File: src/rtl/uart_rx_fifo.sv
// 8N1 UART receiver with a 2-flop input synchronizer, mid-bit sampling and a small byte FIFO
// drained through a valid/ready port; framing and overflow errors are sticky.
module uart_rx_fifo #(
    parameter int unsigned CLK_DIV    = 16,
    parameter int unsigned FIFO_DEPTH = 4
) (
    input  logic       clock,
    input  logic       reset,
    input  logic       rx,
    output logic       deq_valid,
    input  logic       deq_ready,
    output logic [7:0] deq_bits,
    output logic       frame_err,
    output logic       overflow,
    input  logic       err_clear,
    output logic       rx_busy
);

    localparam int unsigned CW = $clog2(CLK_DIV);
    localparam int unsigned PW = $clog2(FIFO_DEPTH);
    localparam logic [CW-1:0] HalfLoad = CW'(CLK_DIV / 2 - 1);
    localparam logic [CW-1:0] FullLoad = CW'(CLK_DIV - 1);
    localparam logic [CW-1:0] CntOne   = CW'(1);
    localparam logic [PW:0]   PtrOne   = (PW + 1)'(1);

    typedef enum logic [2:0] {StIdle, StStart, StData, StStop, StBreak} state_e;

    state_e        state_q, state_d;
    logic [CW-1:0] cnt_q, cnt_d;
    logic [2:0]    idx_q, idx_d;
    logic [7:0]    shift_q, shift_d;
    logic          rx_meta_q, rs_q;
    logic          busy_q;
    logic          push, ferr_set;

    logic [7:0]    mem_q [FIFO_DEPTH];
    logic [PW:0]   wr_ptr_q, rd_ptr_q;
    logic          empty, full, pop, push_ok, ovf_set;
    logic          frame_err_q, overflow_q;

    always_comb begin
        state_d  = state_q;
        cnt_d    = cnt_q;
        idx_d    = idx_q;
        shift_d  = shift_q;
        push     = 1'b0;
        ferr_set = 1'b0;
        if (cnt_q != '0) cnt_d = cnt_q - CntOne;
        unique case (state_q)
            StIdle: begin
                if (!rs_q) begin
                    state_d = StStart;
                    cnt_d   = HalfLoad;
                end
            end
            StStart: begin
                // A start bit that is high again at its midpoint is a glitch.
                if (cnt_q == '0) begin
                    if (rs_q) begin
                        state_d = StIdle;
                    end else begin
                        state_d = StData;
                        cnt_d   = FullLoad;
                        idx_d   = '0;
                    end
                end
            end
            StData: begin
                if (cnt_q == '0) begin
                    shift_d[idx_q] = rs_q;
                    cnt_d          = FullLoad;
                    if (idx_q == 3'd7) state_d = StStop;
                    else               idx_d   = idx_q + 3'd1;
                end
            end
            StStop: begin
                // Leave at mid-stop-bit so a following start bit is not missed.
                if (cnt_q == '0) begin
                    if (rs_q) begin
                        push    = 1'b1;
                        state_d = StIdle;
                    end else begin
                        ferr_set = 1'b1;
                        state_d  = StBreak;
                    end
                end
            end
            StBreak: begin
                if (rs_q) state_d = StIdle;
            end
            default: state_d = StIdle;
        endcase
    end

    always_ff @(posedge clock) begin
        if (reset) begin
            rx_meta_q <= 1'b1;
            rs_q      <= 1'b1;
            state_q   <= StIdle;
            cnt_q     <= '0;
            idx_q     <= '0;
            shift_q   <= '0;
            busy_q    <= 1'b0;
        end else begin
            rx_meta_q <= rx;
            rs_q      <= rx_meta_q;
            state_q   <= state_d;
            cnt_q     <= cnt_d;
            idx_q     <= idx_d;
            shift_q   <= shift_d;
            busy_q    <= (state_d != StIdle);
        end
    end

    assign empty   = (wr_ptr_q == rd_ptr_q);
    assign full    = (wr_ptr_q[PW] != rd_ptr_q[PW]) && (wr_ptr_q[PW-1:0] == rd_ptr_q[PW-1:0]);
    assign pop     = !empty && deq_ready;
    // A simultaneous pop frees the slot, so a push into a full FIFO still lands.
    assign push_ok = push && (!full || pop);
    assign ovf_set = push && full && !pop;

    always_ff @(posedge clock) begin
        if (reset) begin
            wr_ptr_q <= '0;
            rd_ptr_q <= '0;
            for (int unsigned i = 0; i < FIFO_DEPTH; i++) mem_q[i] <= '0;
        end else begin
            if (push_ok) begin
                mem_q[wr_ptr_q[PW-1:0]] <= shift_q;
                wr_ptr_q                <= wr_ptr_q + PtrOne;
            end
            if (pop) rd_ptr_q <= rd_ptr_q + PtrOne;
        end
    end

    always_ff @(posedge clock) begin
        if (reset) begin
            frame_err_q <= 1'b0;
            overflow_q  <= 1'b0;
        end else begin
            if (ferr_set)       frame_err_q <= 1'b1;
            else if (err_clear) frame_err_q <= 1'b0;
            if (ovf_set)        overflow_q  <= 1'b1;
            else if (err_clear) overflow_q  <= 1'b0;
        end
    end

    assign deq_valid = !empty;
    assign deq_bits  = mem_q[rd_ptr_q[PW-1:0]];
    assign frame_err = frame_err_q;
    assign overflow  = overflow_q;
    assign rx_busy   = busy_q;

endmodule

File: config.mk
export PLATFORM = sky130hd
export DESIGN_NAME = uart_rx_fifo
export DESIGN_NICKNAME = d
export VERILOG_FILES = /design/src/rtl/uart_rx_fifo.sv
export SDC_FILE = /design/constraint.sdc
export NUM_CORES = 1
export LEC_CHECK = 0
export BUFFER_PORTS_ARGS = -buffer_cell sky130_fd_sc_hd__buf_2
export CAP_MARGIN = 25
export CELL_PAD_IN_SITES_DETAIL_PLACEMENT = 1
export CELL_PAD_IN_SITES_GLOBAL_PLACEMENT = 1
export CORE_ASPECT_RATIO = 0.5
export CORE_UTILIZATION = 30
export CTS_BUF_LIST = sky130_fd_sc_hd__clkbuf_8
export CTS_CLUSTER_SIZE = 24
export DETAILED_ROUTE_END_ITERATION = 6
export HOLD_SLACK_MARGIN = 0.08
export MAX_ROUTING_LAYER = met4
export PLACE_DENSITY_LB_ADDON = 0.1
export SYNTH_ARGS = -nofsm -noshare
export SYNTH_HDL_FRONTEND = slang
export SYNTH_SLANG_ARGS = --single-unit
File: constraint.sdc
create_clock -name clock -period 2.8 [get_ports clock]
set_clock_uncertainty 0.15 [all_clocks]
set_input_delay 0.28 -clock clock [delete_from_list [all_inputs] [get_ports clock]]
set_output_delay 0.28 -clock clock [all_outputs]
set_load 0.01 [all_outputs]
==> flow_metrics.py <==
metrics = {
    "place": {
        "io_buffer_count": 16,
        "gp_congestion": 0.749,
        "place_ws_ns": 0.197,
        "hpwl_mm": 5.09,
    },
    "logic_synthesis": {
        "async_flop_share_pct": 0,
        "synth_top_area_share_pct": 32.3,
        "ys_types": 50,
        "synth-edff-count": 32,
        "ys_ff_latch": 63,
        "syn_nets": 253,
        "synth_area_leaders": "edfxtp_1 32%, dfxtp_1 21%, and2_1 7.1%",
        "synthTopCellsByCount": "34 x and2_1, 32 x edfxtp_1, 31 x dfxtp_1, 18 x nor2_1, 9 x clkbuf_1",
        "synth_area_per_cell_um2": 12.2,
        "yosysWarnings": 0,
        "syn_inst": 243,
        "synthFlopType": "edfxtp_1",
        "post-synth-top-count-cell": "and2_1",
        "syn_area_mm2": 0.00298,
        "synth_largest_area_cell": "edfxtp_1",
        "seq_area_frac_synth_pct": 53.1,
    },
    "die": {
        "core_area_mm2": 0.00954,
        "io_pins": 17,
        "rows": 25,
        "die_w_um": 143,
        "die_area_mm2": 0.0103,
        "initial_core_util_pct": 31.2,
        "die_h_um": 72.4,
    },
    "timing": {
        "tightest_slew_ns": 0.690,
        "setup_tns_ns": 0,
        "drv_slew": 0,
        "setup_ws_ns": 0.252,
        "slew_headroom_pct": 53.8,
        "rsz0062_at_grt": "false",
        "period_share_pct": 91.0,
        "period_minus_slack_ns": 2.55,
        "clock.fmax_mhz": 392,
        "setup_viol": 0,
        "hold_viol": 0,
    },
    "pwr": {
        "leakage_nw": 1.27,
        "ir_worst_vdd_v": 0.000270,
        "p_per_area_mw_per_mm2": 623,
    },
    "setup_path": {
        "r2r_start": "cnt_q[0]",
        "rrSetupSlack_ns": 0.25,
        "arrival_ns": 2.44,
        "crit_start": "cnt_q[0]",
        "worstRegToRegCells": 6,
        "worst-path-max-fanout": 9,
        "endpoint_kind": "register",
        "rr_endpoint": "mem_q[2][4]",
        "required_ns": 2.70,
        "critPathLaunchType": "register",
        "crit_type": "reg -> reg",
    },
    "cells_and_area": {
        "nets": 276,
        "drive_gt1_share_pct": 22.9,
        "num_antenna_cells": 0,
        "synthToLayoutAreaGrowth_pct": 14.9,
    },
    "clocking": {
        "cts_setup_buffers": 0,
        "path_clk_slew_ns": 0.07,
        "numClockSinks": 63,
        "ctsRootBufferMaster": "clkbuf_8",
        "h-tree-depth": 3,
        "clkLatencyLatePin_ns": 0.35,
        "clk_path_buf_depth": 2,
        "cts_resized": 0,
        "cts_tree": "built",
        "cts_made_buffers": 9,
    },
    "outcome": {
        "status": "finished, final reports clean",
    },
    "detailed_routing": {
        "post_drt_wl_per_cell_um": 17.5,
        "dr_wl_met3_um": 226,
        "dr_wl_met2_mm": 3.14,
        "num_vias": 1937,
        "drt-initial-drc-count": 69,
        "highest-signal-layer": "met4",
        "drc_errors": 0,
        "viasPerCell": 4.77,
        "wirelength_mm": 7.10,
        "met1Wirelength_mm": 3.60,
        "antenna_left": 0,
        "first_pass_iters": 4,
    },
    "hold_path": {
        "hold-path-endpoint": "frame_err",
        "hold_path_depth": 4,
        "min_path_type": "in -> reg",
        "min_from": "err_clear",
    },
    "grt": {
        "grt_max_degree": 35,
        "antenna_found_initial": 0,
        "grt_usage_pct": 15.7,
        "grt_pass1_vias": 1989,
        "globalRouteOverflowTotal": 0,
        "grt_first_pass_wirelength_mm": 11.3,
    },
    "flow_run": {
        "cap_violations": 0,
    },
}
[cell usage in the layout (no fill, tap or decap), drive strengths merged, types with 2 or more instances in the layout]
cell     n
nor4b    5
o21ai    5
nand3b   4
nor2    18
buf     22
a211oi   3
dfxtp   31
nor2b    4
mux4     8
or2      5
clkbuf   9
nor3     3
nor3b    4
clkinv   4
or3      2
and3     2
a21oi    6
mux2i    8
nand2    5
o31ai    3
and2    34
xor2     5
inv      5
nand4    2
nor4     5
nand3    4
ha       5
nand2b   8
edfxtp  32
[metrics by stage]
stage	power [mW]	instance area [um2]	hold slack, ns	instances	util [%]
after floorplan	1.29	2980	0.214	243	-
after global placement	1.37	3220	0.249	389	33.8
after detailed placement	1.38	3220	0.259	389	33.8
after CTS	2.17	3420	0.105	406	35.9
after global routing	2.23	3420	0.138	406	35.9
final	2.13	3420	0.117	406	35.9
[critical path, stage by stage, from the launching register on]
cell	delay, ns
dfxtp_1	0.33
inv_1	0.10
ha_1	0.27
nor4b_4	0.37
nand3_4	0.23
nor4_4	0.48
or2_2	0.30
[cells by family (layout without fill, tap and decap cells)]
logic type	Yosys count	in the layout	synth area share (%)
buffers and inverters	15	43	2.14
XOR/XNOR	6	6	1.77
flip-flops	63	63	53.1
multiplexers	17	17	9.12
adder cells (fa/ha/maj)	5	5	2.10
AND/OR/NAND/NOR	109	109	25.2
AO/OA/AOI/OAI	28	28	6.56
[routing by layer]
layer | vias to the layer above | GRT usage, %
li1 | 938 | -
met1 | 963 | 20.1
met2 | 24 | 23.5
met3 | 12 | 4.29
met4 | 0 | 7.05
met5 | - | -
[layout make-up]
| class | instances | area, um2 |
|---|---|---|
| inverters | 4 | 15.0 |
| multi-input cells | 165 | 1330 |
| clock buffers | 9 | 124 |
| fillers | 1032 | 6120 |
| clock inverters | 7 | 65.1 |
| repair buffers | 23 | 135 |
| flip-flops and latches | 63 | 1580 |
| well taps | 135 | 169 |
[state kept, by name (all words and copies together), names as in the netlist, 3 cells and up, named ones only]
register / flops
mem_q: 32
idx_q: 3
state_q: 3
wr_ptr_q: 3
cnt_q: 4
rd_ptr_q: 3
shift_q: 8
[power by group]
group	switching (mW)	internal (mW)
sequential	0.0432	1.01
clock	0.373	0.404
combinational	0.166	0.138
[worst max path at each step]
stage                  endpoint  slack (ns)  depth (start not counted)
global placement    mem_q[1][7]        0.36                          6
floorplan           mem_q[0][0]        0.61                          6
detailed placement  mem_q[1][0]        0.20                          6
finish              mem_q[2][4]        0.25                          6
CTS                 mem_q[1][2]        0.18                          6
global route        mem_q[0][2]        0.06                          6
[what timing repair did]
action / 4_1_cts / 5_1_grt
endpoints found under the setup margin: 0 / 16
hold buffers: 1 / 0
endpoints found under the hold margin: 1 / 0
Note: power is estimated with default switching activity, not from simulation.
